### src/rtl/axi_pkg.sv
// Shared AXI read-path constants and the read scheduler state type.
package axi_pkg;

  localparam logic [3:0] AXI_ID_ICACHE  = 4'd0;
  localparam logic [3:0] AXI_ID_DCACHE  = 4'd1;
  localparam logic [1:0] AXI_BURST_INCR = 2'b01;
  localparam logic [2:0] AXI_SIZE_WORD  = 3'b010;

  typedef enum logic {
    IDLE  = 1'b0,
    ISSUE = 1'b1
  } sched_state_t;

endpackage

### src/rtl/axi_raw_tracker.sv
// One-entry tracker of the cache line of the write currently in flight;
// flags d-cache reads that would overtake that write.
module axi_raw_tracker #(
  parameter int unsigned LINE_OFF_W = 5
) (
  input  logic        clk,
  input  logic        rst,
  input  logic        aw_fire,
  input  logic [31:0] aw_addr,
  input  logic        b_fire,
  input  logic [31:0] rd_addr,
  output logic        raw_block
);

  logic                    valid;
  logic [31-LINE_OFF_W:0]  line;
  logic                    unused_offset;

  // A new AW wins over a same-cycle B so the fresh write stays tracked.
  always_ff @(posedge clk or negedge rst) begin
    if (!rst) begin
      valid <= 1'b0;
      line  <= '0;
    end else if (aw_fire) begin
      valid <= 1'b1;
      line  <= aw_addr[31:LINE_OFF_W];
    end else if (b_fire) begin
      valid <= 1'b0;
    end
  end

  assign raw_block     = valid & (line == rd_addr[31:LINE_OFF_W]);
  assign unused_offset = ^{aw_addr[LINE_OFF_W-1:0], rd_addr[LINE_OFF_W-1:0]};

endmodule

### src/rtl/axi_rd_scheduler.sv
// Round-robin AR scheduler for i-cache/d-cache refills with one burst per
// requester and rid-based R demux. Define AXI_RAW_CHECK_EN for RAW blocking.
module axi_rd_scheduler
  import axi_pkg::*;
#(
  parameter int unsigned LINE_OFF_W = 5
) (
  input  logic        clk,
  input  logic        rst,
  input  logic [31:0] i_araddr,
  input  logic [3:0]  i_arlen,
  input  logic        i_arvalid,
  output logic        i_arready,
  output logic [31:0] i_rdata,
  output logic        i_rlast,
  output logic        i_rvalid,
  input  logic        i_rready,
  input  logic [31:0] d_araddr,
  input  logic [3:0]  d_arlen,
  input  logic [2:0]  d_arsize,
  input  logic        d_arvalid,
  output logic        d_arready,
  output logic [31:0] d_rdata,
  output logic        d_rlast,
  output logic        d_rvalid,
  input  logic        d_rready,
  input  logic        aw_fire,
  input  logic [31:0] aw_addr,
  input  logic        b_fire,
  output logic [3:0]  arid,
  output logic [31:0] araddr,
  output logic [3:0]  arlen,
  output logic [2:0]  arsize,
  output logic        arvalid,
  input  logic        arready,
  input  logic [3:0]  rid,
  input  logic [31:0] rdata,
  input  logic        rlast,
  input  logic        rvalid,
  output logic        rready,
  output logic        rid_err
);

  sched_state_t state, state_nxt;
  logic last_grant;
  logic i_busy, d_busy;
  logic raw_block;
  logic i_elig, d_elig, sel, grant, ar_fire;
  logic r_sel, sel_busy, beat_done;
  logic unused_misc;

`ifdef AXI_RAW_CHECK_EN
  axi_raw_tracker #(.LINE_OFF_W(LINE_OFF_W)) u_raw_tracker (
    .clk       (clk),
    .rst       (rst),
    .aw_fire   (aw_fire),
    .aw_addr   (aw_addr),
    .b_fire    (b_fire),
    .rd_addr   (d_araddr),
    .raw_block (raw_block)
  );
  assign unused_misc = ^{rid[3:1], AXI_BURST_INCR};
`else
  assign raw_block   = 1'b0;
  assign unused_misc = ^{rid[3:1], AXI_BURST_INCR, aw_fire, aw_addr, b_fire,
                         (LINE_OFF_W == 32'd0)};
`endif

  always_comb begin
    i_elig    = i_arvalid & ~i_busy;
    d_elig    = d_arvalid & ~d_busy & ~raw_block;
    sel       = (i_elig & d_elig) ? ~last_grant : d_elig;
    grant     = (state == IDLE) & (i_elig | d_elig);
    ar_fire   = (state == ISSUE) & arready;
    state_nxt = state;
    case (state)
      IDLE:    if (grant)   state_nxt = ISSUE;
      ISSUE:   if (arready) state_nxt = IDLE;
      default: state_nxt = IDLE;
    endcase
  end

  assign i_arready = grant & ~sel;
  assign d_arready = grant & sel;
  assign arvalid   = (state == ISSUE);

  always_ff @(posedge clk or negedge rst) begin
    if (!rst) begin
      state      <= IDLE;
      last_grant <= 1'b1;
    end else begin
      state <= state_nxt;
      if (grant) last_grant <= sel;
    end
  end

  // Holding register: only written in IDLE, so payload is frozen through ISSUE.
  always_ff @(posedge clk or negedge rst) begin
    if (!rst) begin
      arid   <= '0;
      araddr <= '0;
      arlen  <= '0;
      arsize <= '0;
    end else if (grant) begin
      arid   <= sel ? AXI_ID_DCACHE : AXI_ID_ICACHE;
      araddr <= sel ? d_araddr : i_araddr;
      arlen  <= sel ? d_arlen : i_arlen;
      arsize <= sel ? d_arsize : AXI_SIZE_WORD;
    end
  end

  assign r_sel     = rid[0];
  assign sel_busy  = r_sel ? d_busy : i_busy;
  assign beat_done = rvalid & rready & rlast & sel_busy;

  // Beats for a requester with nothing outstanding are swallowed, never stalled.
  assign rready   = ~sel_busy | (r_sel ? d_rready : i_rready);
  assign i_rvalid = rvalid & ~r_sel & i_busy;
  assign d_rvalid = rvalid & r_sel & d_busy;
  assign i_rlast  = rlast & ~r_sel;
  assign d_rlast  = rlast & r_sel;
  assign i_rdata  = r_sel ? '0 : rdata;
  assign d_rdata  = r_sel ? rdata : '0;

  always_ff @(posedge clk or negedge rst) begin
    if (!rst) begin
      i_busy  <= 1'b0;
      d_busy  <= 1'b0;
      rid_err <= 1'b0;
    end else begin
      if (beat_done & ~r_sel) i_busy <= 1'b0;
      if (beat_done & r_sel)  d_busy <= 1'b0;
      if (ar_fire & ~arid[0]) i_busy <= 1'b1;
      if (ar_fire & arid[0])  d_busy <= 1'b1;
      if (rvalid & ~sel_busy) rid_err <= 1'b1;
    end
  end

endmodule
### config.mk
export PLATFORM = sky130hd
export DESIGN_NAME = axi_rd_scheduler
export DESIGN_NICKNAME = d
export VERILOG_FILES = /design/src/rtl/axi_pkg.sv /design/src/rtl/axi_raw_tracker.sv /design/src/rtl/axi_rd_scheduler.sv
export SDC_FILE = /design/constraint.sdc
export NUM_CORES = 1
export LEC_CHECK = 0
export BUFFER_PORTS_ARGS = -buffer_cell sky130_fd_sc_hd__buf_2
export CAP_MARGIN = 20
export CELL_PAD_IN_SITES_DETAIL_PLACEMENT = 0
export CELL_PAD_IN_SITES_GLOBAL_PLACEMENT = 2
export CORE_ASPECT_RATIO = 0.7
export CORE_MARGIN = 2
export CORE_UTILIZATION = 18
export DETAILED_ROUTE_END_ITERATION = 8
export PLACE_DENSITY_LB_ADDON = 0.3
export SYNTH_ARGS = -nofsm -noshare
export SYNTH_HDL_FRONTEND = slang
export SYNTH_SLANG_ARGS = --single-unit
### constraint.sdc
create_clock -name clk -period 1.88 [get_ports clk]
set_input_delay 0.376 -clock clk [delete_from_list [all_inputs] [get_ports clk]]
set_output_delay 0.376 -clock clk [all_outputs]
set_load 0.02 [all_outputs]
==> results.toml <==
[die]
core-area_sq_mm = 0.0145
initial_core_util_pct = 18.2
io_pins = 270
die-height_microns = 105
rows = 37
die_w_microns = 149
die_area_sq_mm = 0.0157

[clock_network]
tritoncts = "built"
tritoncts.num_buffers = 5
clk_sink_count = 45
clkTransAtPathRegs_ns = 0.07
ctsHtreeMaxLevel = 2
cts-root-to-sink-buffers = 2
root_buffer = "sky130_fd_sc_hd__clkbuf_16"
latest_clock_arrival_within_the_worst_skew_pair_ns = 0.29

[global_route]
groute.usage.overall_pct = 12.2
grt_remaining_overflow = 0
grt_antenna_before_repair = 0
grt_pass1_wl_microns = 15000
via_count_of_the_first_global_routing_pass = 2656
grt_start_max_net_pins = 47

[final_layout]
multi_input_comb_area_sq_mm = 0.00131
final_common_cell = "sky130_fd_sc_hd__buf_2"
net_total_in_the_final_layout = 624
register_area_sq_mm = 0.00113
final_area_sq_mm = 0.00418
flow.area_growth_from_synthesis_pct = 58.2
antennaDiodeCount = 0
layout_common_cells = "227 x sky130_fd_sc_hd__buf_2, 42 x sky130_fd_sc_hd__dfrtp_1, 36 x sky130_fd_sc_hd__nor4b_1, 36 x sky130_fd_sc_hd__a221o_1"
layout.filler_cells = 1590
final_layout_size_suffix_gt1_share_pct = 56.1

[placed_design]
place.detailed.hpwl_microns = 7820
place.gp.congestion = 0.772
total_of_buffers_placed_on_input_and_output_ports = 229
post_dp_cell_area_sq_mm = 0.00398

[worst_setup_path]
crit_fanout = 4
regToRegSetupSlack_ns = 0.19
crit_required_ns = 1.50
worst_r2r_endpoint = "araddr[31]$_DFFE_PN0P_"
worst_setup_path_start_kind = "register"
crit_arrival_ns = 1.45
rr_startpoint = "d_busy$_DFFE_PN0P_"
worst-r2r-cell-count = 4
path_class = "reg -> out"
cp-end-kind = "output port"

[logic_synthesis]
netlist_area_sq_mm = 0.00264
mean_instance_size_in_the_synthesized_netlist_sq_um = 10.9
netlist_top_cells_area = "sky130_fd_sc_hd__dfrtp_1 42%, sky130_fd_sc_hd__a221o_1 14%, sky130_fd_sc_hd__nor4b_1 12%"
synth.ff_latch_count = 45
synthesis_warnings = 0
synth_top_cell_by_area = "sky130_fd_sc_hd__dfrtp_1"
post_synth_inst_count = 242
yosysSeqAreaShare_pct = 42.6
yosysTopAreaCellShare_pct = 41.6
synth.distinct_cells = 31

[power_and_ir_drop]
irDropWorstVdd_uv = 510
leakage_nw = 2.14
report.power.total_mw = 5.51
cellPowerDensity_mw_per_mm2 = 1320

[sta]
max_freq_mhz = 548
report.final.slew_viol_count = 0
finalCriticalPeriod_ns = 1.83
finalHoldViolations = 0
rsz0062_at_grt = "true"
finClkSkew_ns = 0.00543
finalSetupViolations = 0
final_min_period_over_clock_period_pct = 97.1

[worst_hold_path]
hold_path_startpoint = "d_arsize[2]"
min_to = "arsize[2]$_DFFE_PN0P_"
timing.hold.worst.class = "in -> reg"
worst_hold_depth = 2

[job]
max-cap-violations = 0

[route]
drt_pass1_iterations = 4
routed_via_density = 4.32
vias = 2874
detail_route.drc_violations = 0
detail_route.wirelength_microns = 10300
route.detailed.wl_per_inst_microns = 15.5
drtAntennaViolNets = 0
dr.first_iter.drc_count = 136

[status]
status = "complete, no violations"
-- layer usage --
metal	wire length [microns]	vias to the layer above	global-route usage [%]
met3	839	7	3.94
met4	59	0	1.90
met5	0	-	0
met2	4530	113	18.9
met1	4870	1391	17.0
li1	-	1363	-
-- power by group --
part | leakage (nW) | switching [mW] | internal [mW] | total, mW
combinational | 1.52 | 1.67 | 1.16 | 2.83
sequential | 0.546 | 0.292 | 1.44 | 1.73
clock | 0.0799 | 0.385 | 0.564 | 0.949
total | 2.14 | 2.35 | 3.17 | 5.51
-- cell usage after synthesis (all sizes together) --
| master | n |
|---|---|
| a21o | 3 |
| a221o | 36 |
| a22o | 2 |
| a22oi | 1 |
| a311oi | 1 |
| a31o | 1 |
| a32o | 1 |
| and2 | 33 |
| and3 | 1 |
| and4b | 1 |
| buf | 21 |
| clkbuf | 10 |
| conb | 1 |
| dfrtp | 44 |
| dfstp | 1 |
| inv | 3 |
| nand2 | 3 |
| nand2b | 3 |
| nand4 | 1 |
| nor2b | 33 |
| nor3 | 1 |
| nor3b | 2 |
| nor4b | 36 |
| o21a | 1 |
| o22a | 1 |
| o22ai | 1 |
-- layout make-up --
class / instances / area share [%]
clock inverters: 1 / 0.120
multi-input cells: 165 / 31.3
repair buffers: 250 / 31.8
well taps: 195 / 5.83
clock buffers: 7 / 3.65
flip-flops and latches: 45 / 27.0
inverters: 3 / 0.269
-- flip-flops by register name, indices dropped and copies added (netlist names) --
| name | count |
|---|---|
| araddr | 32 |
| arid | 1 |
| arlen | 4 |
| arsize | 3 |
| arvalid | 1 |
| d_busy | 1 |
| i_busy | 1 |
| last_grant | 1 |
| rid_err | 1 |
-- repair_timing --
| item | in CTS | in global routing |
|---|---|---|
| hold endpoints to repair | 1 | 0 |
| gates resized for setup | 0 | 5 |
| buffers inserted | 0 | 3 |
| hold buffers | 1 | 0 |
| endpoints found under the setup margin | 0 | 2 |
-- critical path, stage by stage (launching register included) --
cell	delay (ns)
sky130_fd_sc_hd__dfrtp_2	0.43
sky130_fd_sc_hd__nand2b_4	0.16
sky130_fd_sc_hd__a311oi_4	0.40
sky130_fd_sc_hd__buf_6	0.18
-- through the flow --
step / std cells / hold slack [ns] / setup slack [ns] / util (%) / TNS, ns
floorplan: 244 / 0.0804 / 0.199 / - / 0
detailed placement: 654 / 0.313 / 0.244 / 27.4 / 0
global placement: 654 / 0.307 / 0.253 / 27.4 / 0
global route: 666 / 0.307 / -0.00288 / 28.8 / -0.00288
CTS: 663 / 0.295 / 0.00963 / 28.5 / 0
finish: 666 / 0.306 / 0.0538 / 28.8 / 0
-- logic make-up (layout without fill, tap and decap cells) --
| logic type | after synthesis | after routing | share of synthesized area (%) |
|---|---|---|---|
| flip-flops | 45 | 45 | 42.6 |
| other | 1 | 3 | 0.142 |
| AND/OR/NAND/NOR | 114 | 114 | 31.0 |
| buffers and inverters | 34 | 261 | 8.23 |
| AO/OA/AOI/OAI | 48 | 48 | 18.0 |
-- how the worst max path moves through the flow --
stage,slack [ns],cells past startpoint,end,start
floorplan,0.20,4,i_arready,i_busy$_DFFE_PN0P_
global placement,0.25,4,araddr[12]$_DFFE_PN0P_,d_busy$_DFFE_PN0P_
detailed placement,0.24,4,arlen[0]$_DFFE_PN0P_,d_busy$_DFFE_PN0P_
CTS,0.01,3,d_arready,d_busy$_DFFE_PN0P_
global route,-0.003,3,d_arready,d_busy$_DFFE_PN0P_
finish,0.05,3,d_arready,d_busy$_DFFE_PN0P_
No activity file was read; power rests on OpenSTA's default activity.
